===== src/rtl/usr_pkg.sv =====
// Shared encodings for the universal shift register sequencer: command ops,
// mux select codes and controller state encoding.
package usr_pkg;

    localparam logic [1:0] OP_HOLD = 2'b00;
    localparam logic [1:0] OP_SHR  = 2'b01;
    localparam logic [1:0] OP_SHL  = 2'b10;
    localparam logic [1:0] OP_LOAD = 2'b11;

    localparam logic [1:0] SEL_HOLD = 2'b00;
    localparam logic [1:0] SEL_SHR  = 2'b01;
    localparam logic [1:0] SEL_SHL  = 2'b10;
    localparam logic [1:0] SEL_LOAD = 2'b11;

    typedef enum logic [1:0] {
        ST_IDLE  = 2'd0,
        ST_LOAD  = 2'd1,
        ST_SHIFT = 2'd2,
        ST_DONE  = 2'd3
    } state_e;

endpackage


===== src/rtl/usr_seq_ctrl_if.sv =====
// Host/datapath-facing bundle of the sequencer: command handshake, serial
// inputs, mux selects, register contents and status.
interface usr_seq_ctrl_if #(
    parameter int WIDTH = 4,
    parameter int CNT_W = 3
) ();

    logic             cmd_valid;
    logic             cmd_ready;
    logic [1:0]       cmd_op;
    logic [CNT_W-1:0] cmd_cnt;
    logic [WIDTH-1:0] cmd_data;
    logic             sr_in;
    logic             sl_in;
    logic             s1;
    logic             s0;
    logic [WIDTH-1:0] q;
    logic             busy;
    logic             done;

    modport slave (
        input  cmd_valid, cmd_op, cmd_cnt, cmd_data, sr_in, sl_in,
        output cmd_ready, s1, s0, q, busy, done
    );

    modport master (
        output cmd_valid, cmd_op, cmd_cnt, cmd_data, sr_in, sl_in,
        input  cmd_ready, s1, s0, q, busy, done
    );

endinterface


===== src/rtl/usr_datapath.sv =====
// WIDTH bit cells, each a 4:1 mux (hold / shift right / shift left / load)
// feeding a D flip-flop with asynchronous active-high reset.
module usr_datapath
    import usr_pkg::*;
#(
    parameter int WIDTH = 4
) (
    input  logic             clk,
    input  logic             rst,
    input  logic [1:0]       sel_i,
    input  logic             sr_in_i,
    input  logic             sl_in_i,
    input  logic [WIDTH-1:0] data_i,
    output logic [WIDTH-1:0] q_o
);

    logic [WIDTH-1:0] q_q;
    logic [WIDTH-1:0] q_d;
    logic [WIDTH-1:0] shr_src;
    logic [WIDTH-1:0] shl_src;

    // Per-cell neighbour taps; the serial inputs fill the vacated end bit.
    assign shr_src = {sr_in_i, q_q[WIDTH-1:1]};
    assign shl_src = {q_q[WIDTH-2:0], sl_in_i};

    always_comb begin
        q_d = q_q;
        for (int i = 0; i < WIDTH; i++) begin
            unique case (sel_i)
                SEL_HOLD: q_d[i] = q_q[i];
                SEL_SHR:  q_d[i] = shr_src[i];
                SEL_SHL:  q_d[i] = shl_src[i];
                default:  q_d[i] = data_i[i];
            endcase
        end
    end

    // NOTE: sequential state uses non-blocking assignments so every flop
    // samples the pre-edge value of its neighbours, as a real shift chain does.
    always_ff @(posedge clk or posedge rst) begin
        if (rst) begin
            q_q <= '0;
        end else begin
            q_q <= q_d;
        end
    end

    assign q_o = q_q;

endmodule


===== src/rtl/usr_seq_ctrl.sv =====
// Command sequencer for a universal shift register: accepts one command at a
// time and drives the shared mux selects. Optional rotate mode: USR_ROTATE_EN.
module usr_seq_ctrl
    import usr_pkg::*;
#(
    parameter int WIDTH = 4,
    parameter int CNT_W = 3
) (
    input  logic          clk,
    input  logic          rst,
    usr_seq_ctrl_if.slave bus
);

    state_e           state_q, state_d;
    logic [1:0]       op_q, op_d;
    logic [CNT_W-1:0] cnt_q, cnt_d;
    logic [WIDTH-1:0] data_q, data_d;
    logic [CNT_W-1:0] cnt_in;
    logic [WIDTH-1:0] q_w;
    logic [1:0]       sel;
    logic             sr_eff;
    logic             sl_eff;
    logic             ready;
    logic             busy;
    logic             done;

`ifdef USR_ROTATE_EN
    logic rot_q, rot_d;
    logic rot_in;

    // The count MSB requests rotation; the remaining bits are the count.
    assign cnt_in = {1'b0, bus.cmd_cnt[CNT_W-2:0]};
    assign rot_in = bus.cmd_cnt[CNT_W-1];
    assign sr_eff = rot_q ? q_w[0]       : bus.sr_in;
    assign sl_eff = rot_q ? q_w[WIDTH-1] : bus.sl_in;
`else
    assign cnt_in = bus.cmd_cnt;
    assign sr_eff = bus.sr_in;
    assign sl_eff = bus.sl_in;
`endif

    // NOTE: every variable driven here gets a default first, so no path can
    // leave one unassigned and infer a latch.
    always_comb begin
        state_d = state_q;
        op_d    = op_q;
        cnt_d   = cnt_q;
        data_d  = data_q;
`ifdef USR_ROTATE_EN
        rot_d   = rot_q;
`endif
        sel     = SEL_HOLD;
        ready   = 1'b0;
        busy    = 1'b1;
        done    = 1'b0;

        unique case (state_q)
            ST_IDLE: begin
                ready = 1'b1;
                busy  = 1'b0;
                if (bus.cmd_valid) begin
                    op_d   = bus.cmd_op;
                    cnt_d  = cnt_in;
                    data_d = bus.cmd_data;
`ifdef USR_ROTATE_EN
                    rot_d  = rot_in;
`endif
                    unique case (bus.cmd_op)
                        OP_LOAD: state_d = ST_LOAD;
                        OP_SHR, OP_SHL:
                            state_d = (cnt_in != '0) ? ST_SHIFT : ST_DONE;
                        OP_HOLD: state_d = ST_DONE;
                        default: state_d = ST_DONE;
                    endcase
                end
            end
            ST_LOAD: begin
                sel     = SEL_LOAD;
                state_d = ST_DONE;
            end
            ST_SHIFT: begin
                // Op codes for the two shifts coincide with their select codes.
                sel   = op_q;
                cnt_d = cnt_q - 1'b1;
                if (cnt_q == CNT_W'(1)) begin
                    state_d = ST_DONE;
                end
            end
            ST_DONE: begin
                done    = 1'b1;
                state_d = ST_IDLE;
            end
            default: state_d = ST_IDLE;
        endcase
    end

    // NOTE: all controller registers are few and cheap, so all are reset to
    // keep the post-reset state fully defined.
    always_ff @(posedge clk or posedge rst) begin
        if (rst) begin
            state_q <= ST_IDLE;
            op_q    <= OP_HOLD;
            cnt_q   <= '0;
            data_q  <= '0;
        end else begin
            state_q <= state_d;
            op_q    <= op_d;
            cnt_q   <= cnt_d;
            data_q  <= data_d;
        end
    end

`ifdef USR_ROTATE_EN
    always_ff @(posedge clk or posedge rst) begin
        if (rst) begin
            rot_q <= 1'b0;
        end else begin
            rot_q <= rot_d;
        end
    end
`endif

    usr_datapath #(
        .WIDTH (WIDTH)
    ) u_datapath (
        .clk     (clk),
        .rst     (rst),
        .sel_i   (sel),
        .sr_in_i (sr_eff),
        .sl_in_i (sl_eff),
        .data_i  (data_q),
        .q_o     (q_w)
    );

    assign bus.cmd_ready = ready;
    assign bus.s1        = sel[1];
    assign bus.s0        = sel[0];
    assign bus.q         = q_w;
    assign bus.busy      = busy;
    assign bus.done      = done;

endmodule


===== src/flat_wrapper.sv =====
// flat-port wrapper written by rule: the top's interface ports become plain ports
module usr_seq_ctrl_flat import usr_pkg::*;
#(
    parameter int WIDTH = 4,
    parameter int CNT_W = 3
)
  (clk, rst, bus_cmd_valid, bus_cmd_op, bus_cmd_cnt, bus_cmd_data, bus_sr_in, bus_sl_in, bus_cmd_ready, bus_s1, bus_s0, bus_q, bus_busy, bus_done);
  usr_seq_ctrl_if #(.WIDTH(WIDTH), .CNT_W(CNT_W)) bus_i ();
  input  logic clk;
  input  logic rst;
  input wire logic [$bits(bus_i.cmd_valid)-1:0] bus_cmd_valid;
  input wire logic [$bits(bus_i.cmd_op)-1:0] bus_cmd_op;
  input wire logic [$bits(bus_i.cmd_cnt)-1:0] bus_cmd_cnt;
  input wire logic [$bits(bus_i.cmd_data)-1:0] bus_cmd_data;
  input wire logic [$bits(bus_i.sr_in)-1:0] bus_sr_in;
  input wire logic [$bits(bus_i.sl_in)-1:0] bus_sl_in;
  output wire logic [$bits(bus_i.cmd_ready)-1:0] bus_cmd_ready;
  output wire logic [$bits(bus_i.s1)-1:0] bus_s1;
  output wire logic [$bits(bus_i.s0)-1:0] bus_s0;
  output wire logic [$bits(bus_i.q)-1:0] bus_q;
  output wire logic [$bits(bus_i.busy)-1:0] bus_busy;
  output wire logic [$bits(bus_i.done)-1:0] bus_done;
  assign bus_i.cmd_valid = bus_cmd_valid;
  assign bus_i.cmd_op = bus_cmd_op;
  assign bus_i.cmd_cnt = bus_cmd_cnt;
  assign bus_i.cmd_data = bus_cmd_data;
  assign bus_i.sr_in = bus_sr_in;
  assign bus_i.sl_in = bus_sl_in;
  assign bus_cmd_ready = bus_i.cmd_ready;
  assign bus_s1 = bus_i.s1;
  assign bus_s0 = bus_i.s0;
  assign bus_q = bus_i.q;
  assign bus_busy = bus_i.busy;
  assign bus_done = bus_i.done;
  usr_seq_ctrl #(.WIDTH(WIDTH), .CNT_W(CNT_W)) u_core (.clk(clk), .rst(rst), .bus(bus_i));
endmodule

===== config.mk =====
export PLATFORM = sky130hd
export DESIGN_NAME = usr_seq_ctrl_flat
export DESIGN_NICKNAME = d
export VERILOG_FILES = /design/src/rtl/usr_pkg.sv /design/src/rtl/usr_seq_ctrl_if.sv /design/src/rtl/usr_datapath.sv /design/src/rtl/usr_seq_ctrl.sv /design/src/flat_wrapper.sv
export SDC_FILE = /design/constraint.sdc
export NUM_CORES = 1
export LEC_CHECK = 0
export CORE_MARGIN = 5
export CORE_UTILIZATION = 50
export CTS_CLUSTER_SIZE = 30
export DETAILED_ROUTE_END_ITERATION = 10
export HOLD_SLACK_MARGIN = 0.12
export MAX_ROUTING_LAYER = met4
export PLACE_DENSITY = 0.89
export SYNTH_ARGS = -nofsm -noshare
export SYNTH_HDL_FRONTEND = slang
export SYNTH_SLANG_ARGS = --single-unit

===== constraint.sdc =====
create_clock -name clk -period 3.1 [get_ports clk]
set_input_delay 0.62 -clock clk [delete_from_list [all_inputs] [get_ports clk]]
set_output_delay 0.62 -clock clk [all_outputs]
set_load 0.02 [all_outputs]

==> impl_results.md, run 1 <==
* Status: finished clean
* Largest net degree at the start of global routing at 16
* Worst-Margin Slew at roughly 550 ps
* Final nets at between 100 and 150
* Crit-path max FO at 8
* Clk_lat worst skew at roughly 290 ps
* Hold Buf Count CTS at 0
* Fill count at around 150
* DRC viols at 0
* Tightest Hold Check Type: register to register
* DR pass1 iterations at 4
* Register area at 375.4 sq um
* Net Count, Synth at between 100 and 150
* Hold slack at between 500 and 600 ps
* Crit path from: u_core.state_q[0]
* Most frequent CP cell: inv_1
* Critical-path top delay cell: clkdlybuf4s50_1
* Core area at 1764 sq um
* Yosys cell types at 24
* LEAKAGE at around 0.58 nW
* CP Cell Sequence: inv_1 > ha_1 > a21o_1 > nand2_1 > inv_1 > clkdlybuf4s50_1
* Multi-input combinational cell area at a little over 500 sq um
* Initial DRC Count at 21
* Worst R2R End: u_core.u_datapath.q_o[1]
* CP required at around 2500 ps
* Worst Setup End Kind: output port
* Crit-path max cell delay at about 600 ps
* Setup_tns at 0 ps
* Starting Density at between 50 and 60%
* Pwr dens at between 1000 and 1500 nW/um^2
* Worst VDD drop at roughly 0.00060 V
* HPWL after DPL at 1531 um
* RSZ-0062 raised after global routing: false
* DR WL/cell at approximately 14 um
* CTS resizes at 0
* WL final at just under 2000 um
* Antenna diode count at 0
* Maximum clock rate at roughly 0.36 GHz
* Row cnt at 15
* Final GP Congestion at between 0.7 and 0.8
* Via Count at ~780
* R2R depth at 8
* DP Worst Slack at between 600 and 700 ps
* Yosys warns at 0
* Critical path arrival at approximately 2100 ps
* Die area at 2859 sq um
* CP startpoint kind: register
* Vias/cell at 5.441
* R2R Path Start: u_core.state_q[0]
* Post-synthesis sequential area ratio at about two fifths
* CTS tree: yes
* Post-DP Area at 1180 sq um
* Root Driver: clkbuf_4
* WP buf/inv at 3
* Netlist Area Pre-Place at between 900 and 1000 sq um
* Htree depth at 1
* Worst slew margin at a little over three fifths
* R2R setup slack at between 900 and 1000 ps
* Final setup vio count at 0
* Period utilisation layout at approximately nine tenths
* Grt total ovfl at 0
* Syn avg cell area at around 9.8 sq um
* Die Ht at roughly 53 um
* Syn Inst Count at between 90 and 100
* Total of max-cap violations at 0
* Layout cell share with drive strength beyond 1 at 4.237%
* Fin. max-slew vios at 0
* Synth area leaders: dfrtp_1 40%, ha_1 16%, mux2_1 8.3%, a21o_1 4.8%, inv_1 4.4%
* Vias in the first global route at 767
* Final Hold Viols at 0
* Levels on crit path at 6
* Yosys top cell area share at about two fifths
* Routed Antenna Nets at 0
* TritonCTS buffer count at 3
* DIE WIDTH at between 50 and 60 um
* Post-route cell area at between 1000 and 1500 sq um
* Synth Register Bits at 15
* Crit Path Class: register to output port
* Final min period at 2746 ps
* Area growth syn-to-layout at 27.68%
* Clk slew on worst S/H paths at about 90 ps
* Global-route wire length before repair at between 3000 and 4000 um
* Post-CTS Setup Inserts at 0
* Worst Skew at between 6 and 7 ps
* All-Layer GR Usage at ~16%
* CP top delay family: buffers and inverters
* CTS max path bufs at 2
* Area leader, netlist: dfrtp_1
* Antenna violations before repair at 0
* I/O pin cnt at 23
* Port bufs at 22
* Crit path to: bus_s1
* Final WS setup at 354.0 ps
* CTS Sinks at 15
placed cells by master (no fill, tap or decap), types with 2 or more instances in the layout:
cell type,count
a22oi_1,5
a21o_1,6
clkbuf_4,3
ha_1,12
nand2b_1,2
nor2_1,6
dfrtp_1,15
a21oi_1,3
o21ai_0,5
mux2_1,7
inv_1,11
a211oi_1,4
clkdlybuf4s50_1,22
nand2_1,6
cell families (layout without fill, tap and decap cells):
kind of cell	after synthesis	after routing	share of synthesized area, %
simple gates	19	19	9.668
fa+ha+maj	12	12	15.89
buf+inv	15	37	6.092
compound gates	28	28	20.27
flops	15	15	39.74
mux	7	7	8.345
sequential cells by signal, indices dropped and copies added, names as in the netlist:
name	cells
u_core.op_q	2
u_core.cnt_q	3
u_core.u_datapath.q_o	4
u_core.state_q	2
u_core.data_q	4
cells in the mapped netlist, drive strengths merged:
cell type / instances
o21ai: 5
dfrtp: 15
ha: 12
and2b: 1
mux2: 7
nand2: 6
a22oi: 5
nor2: 6
nand2b: 2
inv: 11
a211o: 1
clkbuf: 3
a21o: 6
buf: 1
nor3: 1
a21oi: 4
a211oi: 4
or2: 1
a31oi: 1
nand3: 1
or4b: 1
o22ai: 1
o32ai: 1
area by class of cell:
type	count	share of cell area (%)
tap	25	2.593
multi-input combinational	66	42.43
inverter	11	3.423
timing repair buffer	22	18.26
clock buffer	4	2.178
sequential	15	31.12
through the flow:
step	power (mW)	util, %	std cells
global route	1.458	68.37	143
CTS	1.350	68.37	143
global placement	1.185	66.88	139
floorplan	0.9672	-	96
finish	1.344	68.37	143
detailed placement	1.225	66.88	139
worst min path at each step:
stage / slack (ps) / endpoint / depth (start not counted) / from
final: 510 / u_core.data_q[1] / 1 / u_core.data_q[1]
after global routing: 530 / u_core.data_q[1] / 1 / u_core.data_q[1]
after CTS: 510 / u_core.op_q[0] / 2 / u_core.op_q[0]
after detailed placement: 490 / u_core.op_q[0] / 2 / u_core.op_q[0]
after global placement: 470 / u_core.op_q[1] / 2 / u_core.op_q[1]
after floorplan: 450 / u_core.op_q[0] / 2 / u_core.op_q[0]
report_power, final:
group	internal, mW	switching, mW	total [mW]	leakage [nW]
sequential	0.300	0.0737	0.373	0.180
combinational	0.397	0.458	0.855	0.389
clock	0.0501	0.0659	0.116	0.0150
metal layers:
| layer | vias to the layer above | share of wire [%] | GRT usage (%) |
|---|---|---|---|
| met4 | 0 | 1.6 | 5.106 |
| met3 | 5 | 3.6 | 2.535 |
| met1 | 378 | 43 | 19.30 |
| met5 | - | 0 | - |
| met2 | 17 | 52 | 27.35 |
| li1 | 378 | - | - |
(Power assumes the default switching activity.)
==> run 2, diff against run 1 <==
--- a/config.mk
+++ b/config.mk
@@ -9,6 +9,7 @@
 export CORE_UTILIZATION = 50
 export CTS_CLUSTER_SIZE = 30
 export DETAILED_ROUTE_END_ITERATION = 10
+export GPL_ROUTABILITY_DRIVEN = 1
 export HOLD_SLACK_MARGIN = 0.12
 export MAX_ROUTING_LAYER = met4
 export PLACE_DENSITY = 0.89
==> results of run 2 <==
Same layout as run 1: the final DEF is identical, and so are final timing and power.
==> run 3, diff against run 2 <==
--- a/config.mk
+++ b/config.mk
@@ -5,6 +5,8 @@
 export SDC_FILE = /design/constraint.sdc
 export NUM_CORES = 1
 export LEC_CHECK = 0
+export ABC_AREA = 1
+export ABC_CLOCK_PERIOD_IN_PS = 3100
 export CORE_MARGIN = 5
 export CORE_UTILIZATION = 50
 export CTS_CLUSTER_SIZE = 30
@@ -12,7 +14,7 @@
 export GPL_ROUTABILITY_DRIVEN = 1
 export HOLD_SLACK_MARGIN = 0.12
 export MAX_ROUTING_LAYER = met4
-export PLACE_DENSITY = 0.89
+export PLACE_DENSITY = 0.88
 export SYNTH_ARGS = -nofsm -noshare
 export SYNTH_HDL_FRONTEND = slang
 export SYNTH_SLANG_ARGS = --single-unit
==> impl_results.md, run 3 <==
* Status: finished clean
* Vias in the first global route at about 820
* CP required at ~2500 ps
* Yosys warns at 0
* Antenna violations before repair at 0
* DR WL met3 at approximately 90 um
* Row cnt at 15
* CTS max path bufs at 2
* All-Layer GR Usage at about 17%
* DR WL/cell at about 12 um
* Worst Skew at roughly 4 ps
* Die Ht at about 54 um
* Syn Inst Count at 114
* Worst-Margin Slew at around 560 ps
* Via Count at 797
* DRC viols at 0
* Worst VDD drop at ~0.00074 V
* CTS resizes at 0
* Final nets at roughly 170
* Die area at approximately 2900 sq um
* Starting Density at 53.82%
* WL final at 1928 um
* RSZ-0062 raised after global routing: false
* Post-synthesis sequential area ratio at 39.11%
* Most frequent cells after synthesis: 27 x nand2_1, 16 x inv_1, 15 x dfrtp_1
* Syn avg cell area at between 8 and 9 sq um
* Yosys top cell area share at 39.11%
* Crit-path max FO at 9
* R2R setup slack at ~960 ps
* Critical-path top delay cell: clkdlybuf4s50_1
* TritonCTS buffer count at 3
* Clk_lat worst skew at roughly 290 ps
* Worst slew margin at 62.54%
* Fin. max-slew vios at 0
* Final setup vio count at 0
* Max Used Layer: met4
* CTS tree: yes
* Maximum clock rate at about 0.36 GHz
* M1 WL at slightly below 800 um
* Htree depth at 1
* Antenna diode count at 0
* Post-synth ARST share at 100.0%
* I/O pin cnt at 23
* Final Hold Viols at 0
* LEAKAGE at 0.5945 nW
* Final GP Congestion at 0.7611
* Area growth syn-to-layout at 28.16%
* Most frequent cells in the layout: 27 x nand2_1, 22 x clkdlybuf4s50_1, 16 x inv_1
* Hold Buf Count CTS at 0
* WL met2 at approximately 990 um
* Port bufs at 22
* Layout cell share with drive strength beyond 1 at 8.633%
* Most used DFF post-synth: dfrtp_1
* Net Count, Synth at 140
* Worst Setup End Kind: output port
* Area leader, netlist: dfrtp_1
* Most common cell after layout, fill and taps aside: nand2_1
* Routed Antenna Nets at 0
* Clk slew on worst S/H paths at about 90 ps
* CP Cell Sequence: inv_1 > ha_1 > nand2_1 > a21oi_1 > clkdlybuf4s50_1
* Post-CTS Setup Inserts at 0
* Final min period at around 2800 ps
* Global-route wire length before repair at roughly 3300 um
* Pwr dens at approximately 1100 nW/um^2
* DR pass1 iterations at 4
* Root Driver: clkbuf_4
* CTS Sinks at 15
* Synth area leaders: dfrtp_1 39%, ha_1 16%, nand2_1 11%, o21ai_0 7.3%, inv_1 6.3%
* Vias/cell at a little under 5
* CP startpoint kind: register
* Largest net degree at the start of global routing at 16
* Tightest Hold Check Type: register to register
* Count leader, synth: nand2_1
* Netlist Area Pre-Place at about 960 sq um
* Number of synthesized flops with an enable pin at 0
* Hold slack at around 500 ps
* Period utilisation layout at 89.17%
* Grt total ovfl at 0
* Yosys cell types at 17
* HPWL after DPL at roughly 1600 um
* Design Power at 1.346 mW
* Setup_tns at 0 ps
* Core area at ~1800 sq um
* DIE WIDTH at roughly 54 um
* Critical path arrival at about 2100 ps
* Crit-path max cell delay at 660 ps
* Synth Register Bits at 15
* Total of max-cap violations at 0
* Initial DRC Count at 12
* Crit Path Class: register to output port
-- run 3: cell count changes in the layout (fill, tap and decap cells not counted), moves of 2 or more --
cell / change
nand2_1: +21
o211ai_1: +2
nand2b_1: -2
nand3_1: +4
inv_2: +2
o21ai_0: +9
a21o_1: -6
mux2_1: -7
inv_1: +5
a211oi_1: -4
a22oi_1: -5
mux2_4: +4
-- run 3: metal layers --
layer  global-route usage, %  vias to the layer above
met2                   29.64                       21
met1                   16.32                      359
met5                       -                        -
li1                        -                      412
met4                   12.77                        0
met3                   2.493                        5
-- run 3: final cells by class --
| cell class | count | area [sq um] |
|---|---|---|
| Tap cell | 25 | 31.28 |
| Multi-Input combinational cell | 80 | 509.2 |
| Sequential cell | 15 | 375.4 |
| Timing Repair Buffer | 22 | 220.2 |
| Clock buffer | 4 | 26.28 |
| Fill cell | 136 | 553.0 |
| Inverter | 18 | 67.56 |
-- run 3: worst max-delay path, delay by kind of cell, from the launching register on --
family | cells | cell delay (ps)
buf+inv | 2 | 780
flops | 1 | 420
fa+ha+maj | 1 | 330
compound gates | 1 | 230
simple gates | 1 | 90
-- run 3: worst paths after layout --
kind                                    from  depth (start not counted)                        to
min in group asynchronous                rst                          2           u_core.cnt_q[2]
max in group asynchronous                rst                          2           u_core.cnt_q[1]
hold / removal                u_core.op_q[0]                          2            u_core.op_q[0]
setup / recovery           u_core.state_q[0]                          5                    bus_s0
setup reg to reg           u_core.state_q[0]                          9  u_core.u_datapath.q_o[1]
hold reg to reg               u_core.op_q[0]                          2            u_core.op_q[0]
-- run 3: cell families after synthesis --
logic type	synth area share, %
AND/OR/NAND/NOR	18.38
adder cells (fa/ha/maj)	15.64
XOR/XNOR	0.9128
multiplexers	6.258
flip-flops	39.11
buffers and inverters	7.824
AO/OA/AOI/OAI	11.86
-- run 3: where the power goes --
part           total [mW]  leakage (nW)  internal, mW  switching (mW)
registers           0.366         0.183         0.299          0.0667
logic               0.867         0.396         0.380           0.487
clock network       0.113        0.0150        0.0501          0.0630
-- run 3: per-stage QoR --
step	instances	worst slack, ps	area [sq um]	utilization (%)
finish	164	335.6	1230	68.98
floorplan	114	990.4	959.7	-
global placement	160	698.8	1204	67.51
global route	164	163.4	1230	68.98
detailed placement	160	649.3	1204	67.51
CTS	164	317.3	1230	68.98
